## config.mk

```make
export PLATFORM = sky130hd
export DESIGN_NAME = dmem_arbiter
export DESIGN_NICKNAME = d
export VERILOG_FILES = /design/src/rtl/dmem_arb_pkg.sv /design/src/rtl/rr_picker.sv /design/src/rtl/dmem_arbiter.sv
export SDC_FILE = /design/constraint.sdc
export NUM_CORES = 1
export LEC_CHECK = 0
export CAP_MARGIN = 5
export CORE_UTILIZATION = 39
export CTS_CLUSTER_SIZE = 12
export DETAILED_ROUTE_END_ITERATION = 10
export GPL_ROUTABILITY_DRIVEN = 1
export HOLD_SLACK_MARGIN = 0.02
export PLACE_DENSITY = 0.92
export SETUP_SLACK_MARGIN = 0.4
export SLEW_MARGIN = 25
export SYNTH_ARGS = -nofsm -noshare
export SYNTH_HDL_FRONTEND = slang
export SYNTH_SLANG_ARGS = --single-unit
```

## constraint.sdc

```tcl
create_clock -name clk -period 2 [get_ports clk]
set_input_delay 0.4 -clock clk [delete_from_list [all_inputs] [get_ports clk]]
set_output_delay 0.4 -clock clk [all_outputs]
set_load 0.01 [all_outputs]
```

## src/rtl/dmem_arb_pkg.sv

```systemverilog
// Shared definitions for the data-memory arbiter: FSM state encoding and default widths.
package dmem_arb_pkg;

    typedef enum logic [1:0] {
        IDLE   = 2'd0,
        ACCESS = 2'd1,
        RESP   = 2'd2
    } arb_state_e;

    localparam int DEF_NUM_CORES = 4;
    localparam int DEF_ADDR_W    = 8;
    localparam int DEF_DATA_W    = 16;
    localparam int DEF_CNT_W     = 16;

endpackage

```

## src/rtl/rr_picker.sv

```systemverilog
// Combinational round-robin priority encoder: first eligible index at or above rr_ptr, wrapping.
module rr_picker #(
    parameter int NUM_CORES = 4,
    parameter int IDX_W     = $clog2(NUM_CORES)
) (
    input  logic [NUM_CORES-1:0] eligible,
    input  logic [IDX_W-1:0]     rr_ptr,
    output logic [IDX_W-1:0]     winner,
    output logic                 valid
);

    int idx;

    // Walk offsets from farthest to nearest so the closest eligible index to rr_ptr wins last.
    always_comb begin
        winner = '0;
        idx    = 0;
        for (int off = NUM_CORES - 1; off >= 0; off--) begin
            idx = int'(rr_ptr) + off;
            if (idx >= NUM_CORES) idx = idx - NUM_CORES;
            if (eligible[IDX_W'(idx)]) winner = IDX_W'(idx);
        end
    end

    assign valid = |eligible;

endmodule

```

## src/rtl/dmem_arbiter.sv

```systemverilog
// Round-robin arbiter sharing one synchronous single-port data RAM between NUM_CORES cores.
// Optional per-core saturating grant counters are built when DMEM_ARB_STATS_EN is defined.
module dmem_arbiter
    import dmem_arb_pkg::*;
#(
    parameter int NUM_CORES = DEF_NUM_CORES,
    parameter int ADDR_W    = DEF_ADDR_W,
    parameter int DATA_W    = DEF_DATA_W,
    parameter int CNT_W     = DEF_CNT_W,
    parameter int GID_W     = $clog2(NUM_CORES)
) (
    input  logic                          clk,
    input  logic                          rst,
    input  logic [NUM_CORES-1:0]          core_req,
    input  logic [NUM_CORES-1:0]          core_we,
    input  logic [NUM_CORES*ADDR_W-1:0]   core_addr,
    input  logic [NUM_CORES*DATA_W-1:0]   core_wdata,
    output logic [NUM_CORES-1:0]          core_ack,
    output logic [DATA_W-1:0]             core_rdata,
    output logic                          mem_en,
    output logic                          mem_we,
    output logic [ADDR_W-1:0]             mem_addr,
    output logic [DATA_W-1:0]             mem_wdata,
    input  logic [DATA_W-1:0]             mem_rdata,
    output logic                          busy,
    output logic [GID_W-1:0]              grant_id
`ifdef DMEM_ARB_STATS_EN
    ,
    output logic [NUM_CORES*CNT_W-1:0]    grant_cnt
`endif
);

    arb_state_e state_q, state_d;

    logic [NUM_CORES-1:0][ADDR_W-1:0] addr_v;
    logic [NUM_CORES-1:0][DATA_W-1:0] wdata_v;
    logic [NUM_CORES-1:0]             mask_q;
    logic [NUM_CORES-1:0]             eligible;
    logic [NUM_CORES-1:0]             gid_oh;
    logic [GID_W-1:0]                 rr_ptr_q;
    logic [GID_W-1:0]                 rr_next;
    logic [GID_W-1:0]                 pick_id;
    logic                             pick_vld;
    logic                             ld_q;
    logic [DATA_W-1:0]                rdata_q;

    assign addr_v   = core_addr;
    assign wdata_v  = core_wdata;
    assign eligible = core_req & ~mask_q;
    assign gid_oh   = NUM_CORES'(1) << grant_id;
    assign rr_next  = (grant_id == GID_W'(NUM_CORES - 1)) ? '0 : grant_id + GID_W'(1);

    rr_picker #(
        .NUM_CORES (NUM_CORES),
        .IDX_W     (GID_W)
    ) u_picker (
        .eligible (eligible),
        .rr_ptr   (rr_ptr_q),
        .winner   (pick_id),
        .valid    (pick_vld)
    );

    always_comb begin
        state_d = state_q;
        case (state_q)
            IDLE:    if (pick_vld) state_d = ACCESS;
            ACCESS:  state_d = RESP;
            RESP:    state_d = IDLE;
            default: state_d = IDLE;
        endcase
    end

    always_ff @(posedge clk) begin
        if (rst) begin
            state_q   <= IDLE;
            rr_ptr_q  <= '0;
            mask_q    <= '0;
            grant_id  <= '0;
            ld_q      <= 1'b0;
            rdata_q   <= '0;
            core_ack  <= '0;
            mem_en    <= 1'b0;
            mem_we    <= 1'b0;
            mem_addr  <= '0;
            mem_wdata <= '0;
            busy      <= 1'b0;
        end else begin
            state_q  <= state_d;
            busy     <= (state_d != IDLE);
            mem_en   <= (state_d == ACCESS);
            core_ack <= '0;
            case (state_q)
                IDLE: begin
                    mask_q <= '0;
                    if (pick_vld) begin
                        grant_id  <= pick_id;
                        ld_q      <= ~core_we[pick_id];
                        mem_we    <= core_we[pick_id];
                        mem_addr  <= addr_v[pick_id];
                        mem_wdata <= wdata_v[pick_id];
                    end
                end
                ACCESS: begin
                    mem_we   <= 1'b0;
                    core_ack <= gid_oh;
                end
                RESP: begin
                    if (ld_q) rdata_q <= mem_rdata;
                    rr_ptr_q <= rr_next;
                    mask_q   <= gid_oh;
                end
                default: ;
            endcase
        end
    end

    // The RAM only presents load data during RESP, so it is forwarded there and held afterwards.
    assign core_rdata = (state_q == RESP && ld_q) ? mem_rdata : rdata_q;

`ifdef DMEM_ARB_STATS_EN
    logic [NUM_CORES-1:0][CNT_W-1:0] cnt_q;

    always_ff @(posedge clk) begin
        if (rst) begin
            cnt_q <= '0;
        end else if (state_q == RESP) begin
            for (int i = 0; i < NUM_CORES; i++) begin
                if (gid_oh[i] && cnt_q[i] != '1) cnt_q[i] <= cnt_q[i] + CNT_W'(1);
            end
        end
    end

    assign grant_cnt = cnt_q;
`endif

endmodule

```

# Word-level counts from Yosys, hierarchy flattened
# Cells that the tools add are included.
[totals]
reg_bits = 58
in_bits = 122
output_inout_bits = 49
elab_cells = 82
[classes]
addsub = 8
order_cmp = 9
eq_ne = 5
shifts = 1
muxes = 33
n_bitwise = 4
n_reduce_logical = 10
[ops]
columns = ["cell", "n"]
rows = [
  ["$bmux W16 S2", 1],
  ["$mux W16", 2],
  ["$mux W2", 10],
  ["$bmux W8 S2", 1],
  ["$lt A2 B4 Y1 const B", 4],
  ["$bmux W1 S2", 5],
  ["$mux W1", 10],
  ["$ge A3 B3 Y1 const B", 3],
  ["$mux W8", 1],
  ["$pmux W4 S2", 1],
  ["$sub A2 B1 Y2 const B", 4],
  ["$add A2 B2 Y3 const B", 2],
  ["$reduce_and A2 Y1", 3],
  ["$reduce_bool A2 Y1", 3],
  ["$and A4 B4 Y4", 1],
  ["$eq A2 B1 Y1 const B", 2],
  ["$eq A2 B2 Y1 const B", 2],
  ["$not A4 Y4", 1],
  ["$pmux W2 S2", 1],
  ["$reduce_or A4 Y1", 1],
  ["$shl A1 B2 Y4 const A", 1],
  ["$add A2 B1 Y3 const B", 1],
  ["$ge A2 B3 Y1 const B", 1],
  ["$lt A2 B3 Y1 const B", 1],
  ["7 further kinds", 8],
]

# Logic depth before layout (Yosys ltp)
[depth]
depth_word = 14
mapped_depth = 7
depth_no_buf = 5

# Hierarchy
# Synthesis repeated with hierarchy kept, for this count alone.
[hier_totals]
hier_cells = 215
area_unflattened_um2 = 2766.4
[modules_own_cells]
columns = ["module", "n_inst", "cells_each", "area_per_inst_um2", "seq_area_each_um2"]
rows = [
  ["dmem_arbiter", 1, 202, 2688.8, 1161.1],
  ["rr_picker", 1, 13, 77.6, 0.0],
]

# Worst setup path after synthesis
# Ideal clock, no wire load.
[synth_path]
kind = "register to output"
startpoint = "register state_q[1]"
endpoint = "output port core_rdata[0]"
arrival_time_ns = 1.383
t_required_ns = 1.600
slack_ns = 0.217
stages_incl_launch_ff = 6
path_buffers = 2
cell_sequence = "dfxtp_1 -> nor2b_1 -> buf_2 -> nand2_1 -> buf_2 -> mux2_2"
[synth_between]
elab_chain_len = 3
[synth_rtl]
columns = ["element", "line", "source"]
rows = [
  ["start: declaration", "dmem_arbiter.sv:33", "arb_state_e state_q, state_d;"],
  ["start signal: assignment", "dmem_arbiter.sv:88", "state_q <= state_d;"],
  ["$eq A2 B2 Y1", "dmem_arbiter.sv:118", "assign core_rdata = (state_q == RESP && ld_q) ? mem_rdata : rdata_q;"],
  ["$logic_and A1 B1 Y1", "dmem_arbiter.sv:118", ""],
  ["$mux W16", "dmem_arbiter.sv:118", ""],
  ["end: declaration", "dmem_arbiter.sv:19", "output logic [DATA_W-1:0] core_rdata,"],
]
# No other way between the ends.

# Worst setup path in the final report
[layout_path]
startpoint = "register state_q[1]"
endpoint = "output port core_rdata[7]"
# The elaborated chain is that of the path after synthesis.

==> results.sh <==
export IMPL_outcome="finished with violations"
export IMPL_violations="setup timing"
export IMPL_drc=0
export IMPL_cts_tree="done"
export IMPL_crit_type="reg -> out"
export IMPL_start_util=0.400
export IMPL_p_int_uw=2780
export IMPL_hold_violations=0
export IMPL_highest_layer="met4"
export IMPL_dieArea_mm2=0.00824
export IMPL_drtIter0Drc=103
export IMPL_powerDensity_mw_per_mm2=624
export IMPL_synth_nets=460
export IMPL_syn_area_mm2=0.00307
export IMPL_numCtsBuffers=9
export IMPL_cp_arrival_ns=1.64
export IMPL_p_comb_frac=0.324
export IMPL_vdd_drop_max_v=0.000389
export IMPL_max_cap_violations=0
export IMPL_critPathLaunchType="flip-flop"
export IMPL_hp_class="reg -> reg"
export IMPL_drv_slew=0
export IMPL_worstMarginPinSlew_ns=0.352
export IMPL_power_share_sequential=0.340
export IMPL_wl_met1_um=4930
export IMPL_dp_hpwl_um=7200
export IMPL_wl_per_cell_um=18.5
export IMPL_grt_max_degree=29
export IMPL_area_growth_pct=101
export IMPL_clk_latency_ns=0.34
export IMPL_yosys_area_top_type="dfxtp_1"
export IMPL_fillers=466
export IMPL_synth_edf_count=0
export IMPL_via_per_inst=5.45
export IMPL_setup_tns_ns=-0.310
export IMPL_htreeDepth=3
export IMPL_gp_congestion=0.830
export IMPL_yosys_most_used_dff="dfxtp_1"
export IMPL_routed_wl_um=12300
export IMPL_synth_warning_count=0
export IMPL_ctsHoldBuffers=0
export IMPL_die_w_um=90.8
export IMPL_layout_commonest_cell="clkdlybuf4s50_1"
export IMPL_ys_seq_elements=58
export IMPL_drive_gt1_frac=0.344
export IMPL_yosysSeqAreaShare=0.378
export IMPL_final_cell_mix="clkdlybuf4s50_1 (120), dfxtp_1 (50), o211ai_1 (48)"
export IMPL_fmax_mhz=489
export IMPL_synthArstFlopShare=0
export IMPL_cp_max_fo=8
export IMPL_switching_share=0.280
export IMPL_synth_cell_types=39
export IMPL_final_nets=685
export IMPL_wl_met2_um=6260
export IMPL_grt_pass1_vias=3721
export IMPL_switchingPower_uw=1080
export IMPL_ant_nets=0
export IMPL_final_util=0.805
export IMPL_period_share=1.02
export IMPL_hold_ws_ns=0.471
export IMPL_core_area_mm2=0.00769
export IMPL_p_leak_uw=0.00261
export IMPL_clock_skew_ns=0.0154
export IMPL_pre_cts_slack_ns=-0.417
export IMPL_synth_area_top_cells="dfxtp_1 (38%), o211ai_1 (12%), mux2i_1 (8.5%), a21boi_0 (5.9%), mux2_2 (5.9%)"
export IMPL_clkTransAtPathRegs_ns=0.07
export IMPL_fin_crit_ns=2.04
export IMPL_ioPinCount=171
export IMPL_finalPower_uw=3860
export IMPL_cts_sinks=58
export IMPL_clock_root_buffer="clkbuf_8"
export IMPL_rows=32
export IMPL_grt_total_usage=0.292
export IMPL_io_buffers=170
export IMPL_antenna_found_initial=0
export IMPL_max_slew_margin=0.765
export IMPL_end_kind="output port"
export IMPL_setup_viol=12
export IMPL_synth_avg_cell_area_um2=9.20
export IMPL_die_h_um=90.8
export IMPL_grt_overflow_total=0
export IMPL_cp_required_ns=1.60
export IMPL_rsz0062_at_grt="true"
export IMPL_netlist_instances=334
export IMPL_clockBufferDepth=2
export IMPL_wl_met3_um=745
export IMPL_vias=3628
export IMPL_setup_slack_ns=-0.0438
export IMPL_pwr_share_clk=0.336
export IMPL_diodes=0
export IMPL_first_pass_iters=4
export IMPL_synth_top_area_frac=0.378
export IMPL_grt_first_pass_wirelength_um=18800
-- path summary, 6_finish.rpt --
check / endpoint / startpoint / depth (start not counted) / slack (ns)
setup / recovery: core_rdata[7] / state_q[1] / 5 / -0.04
hold / removal: mem_wdata[0] / mem_wdata[0] / 2 / 0.47
setup reg to reg: mem_wdata[13] / mask_q[0] / 7 / 0.11
hold reg to reg: mem_wdata[0] / mem_wdata[0] / 2 / 0.47
-- final cells by class --
type,instances,area (um^2),share of cell area
well taps,102,128,0.0206
flip-flops and latches,58,1170,0.190
clock inverters,4,72.6,0.0117
repair buffers,238,2470,0.400
clock buffers,12,165,0.0267
multi-input cells,249,2170,0.350
inverters,3,11.3,0.00182
-- worst max-delay path, cell delays in order, from the launching register on --
cell     delay, ns
dfxtp_2       0.34
nor2b_4       0.25
nand2_4       0.15
buf_6         0.15
mux2_2        0.29
buf_6         0.13
-- through the flow --
| step | instance area, um^2 | instances |
|---|---|---|
| after detailed placement | 5060 | 609 |
| final | 6190 | 666 |
| after floorplan | 3150 | 334 |
| after global routing | 6190 | 666 |
| after global placement | 5060 | 609 |
| after CTS | 6010 | 661 |
-- flip-flops by register name, indices dropped and copies added, names as in the netlist --
register	flops
busy	1
core_ack	4
grant_id	2
ld_q	1
mask_q	4
mem_addr	8
mem_en	1
mem_wdata	16
mem_we	1
rdata_q	16
rr_ptr_q	2
state_q	2
-- cell families (layout without fill, tap and decap cells) --
| logic type | Yosys count | in the layout | synth area share |
|---|---|---|---|
| AOI/OAI and AO/OA | 95 | 95 | 0.234 |
| buffers and inverters | 30 | 257 | 0.0476 |
| and+or+nand+nor | 105 | 108 | 0.182 |
| DFF | 58 | 58 | 0.378 |
| adders and majority gates | 4 | 4 | 0.0163 |
| muxes | 42 | 42 | 0.143 |
-- Yosys cell counts, types with 8 or more instances --
cell type,n
o211ai_1,48
a21boi_0,24
nand2_1,29
nor2_1,14
mux2_2,16
dfxtp_1,58
buf_2,8
and3_1,28
clkbuf_1,16
nor2b_1,21
mux2i_1,26
-- timing repair --
item	CTS	global route
buffers inserted	27	5
gates cloned	9	0
gates resized for setup	202	37
endpoints found under the setup margin	73	48
pin swaps	67	27
-- layer usage --
metal / track usage / vias to the layer above
met5: 0 / -
li1: - / 1677
met4: 0.143 / 0
met2: 0.521 / 185
met1: 0.325 / 1731
met3: 0.0657 / 35
-- power by group through the flow --
stage / sequential (uW) / clock, uW / combinational, uW
floorplan: 1360 / 0 / 410
global placement: 1330 / 0 / 979
detailed placement: 1330 / 0 / 1000
CTS: 1310 / 1290 / 1170
global route: 1320 / 1350 / 1320
finish: 1310 / 1300 / 1250
No activity file was read; power rests on OpenSTA's default activity.
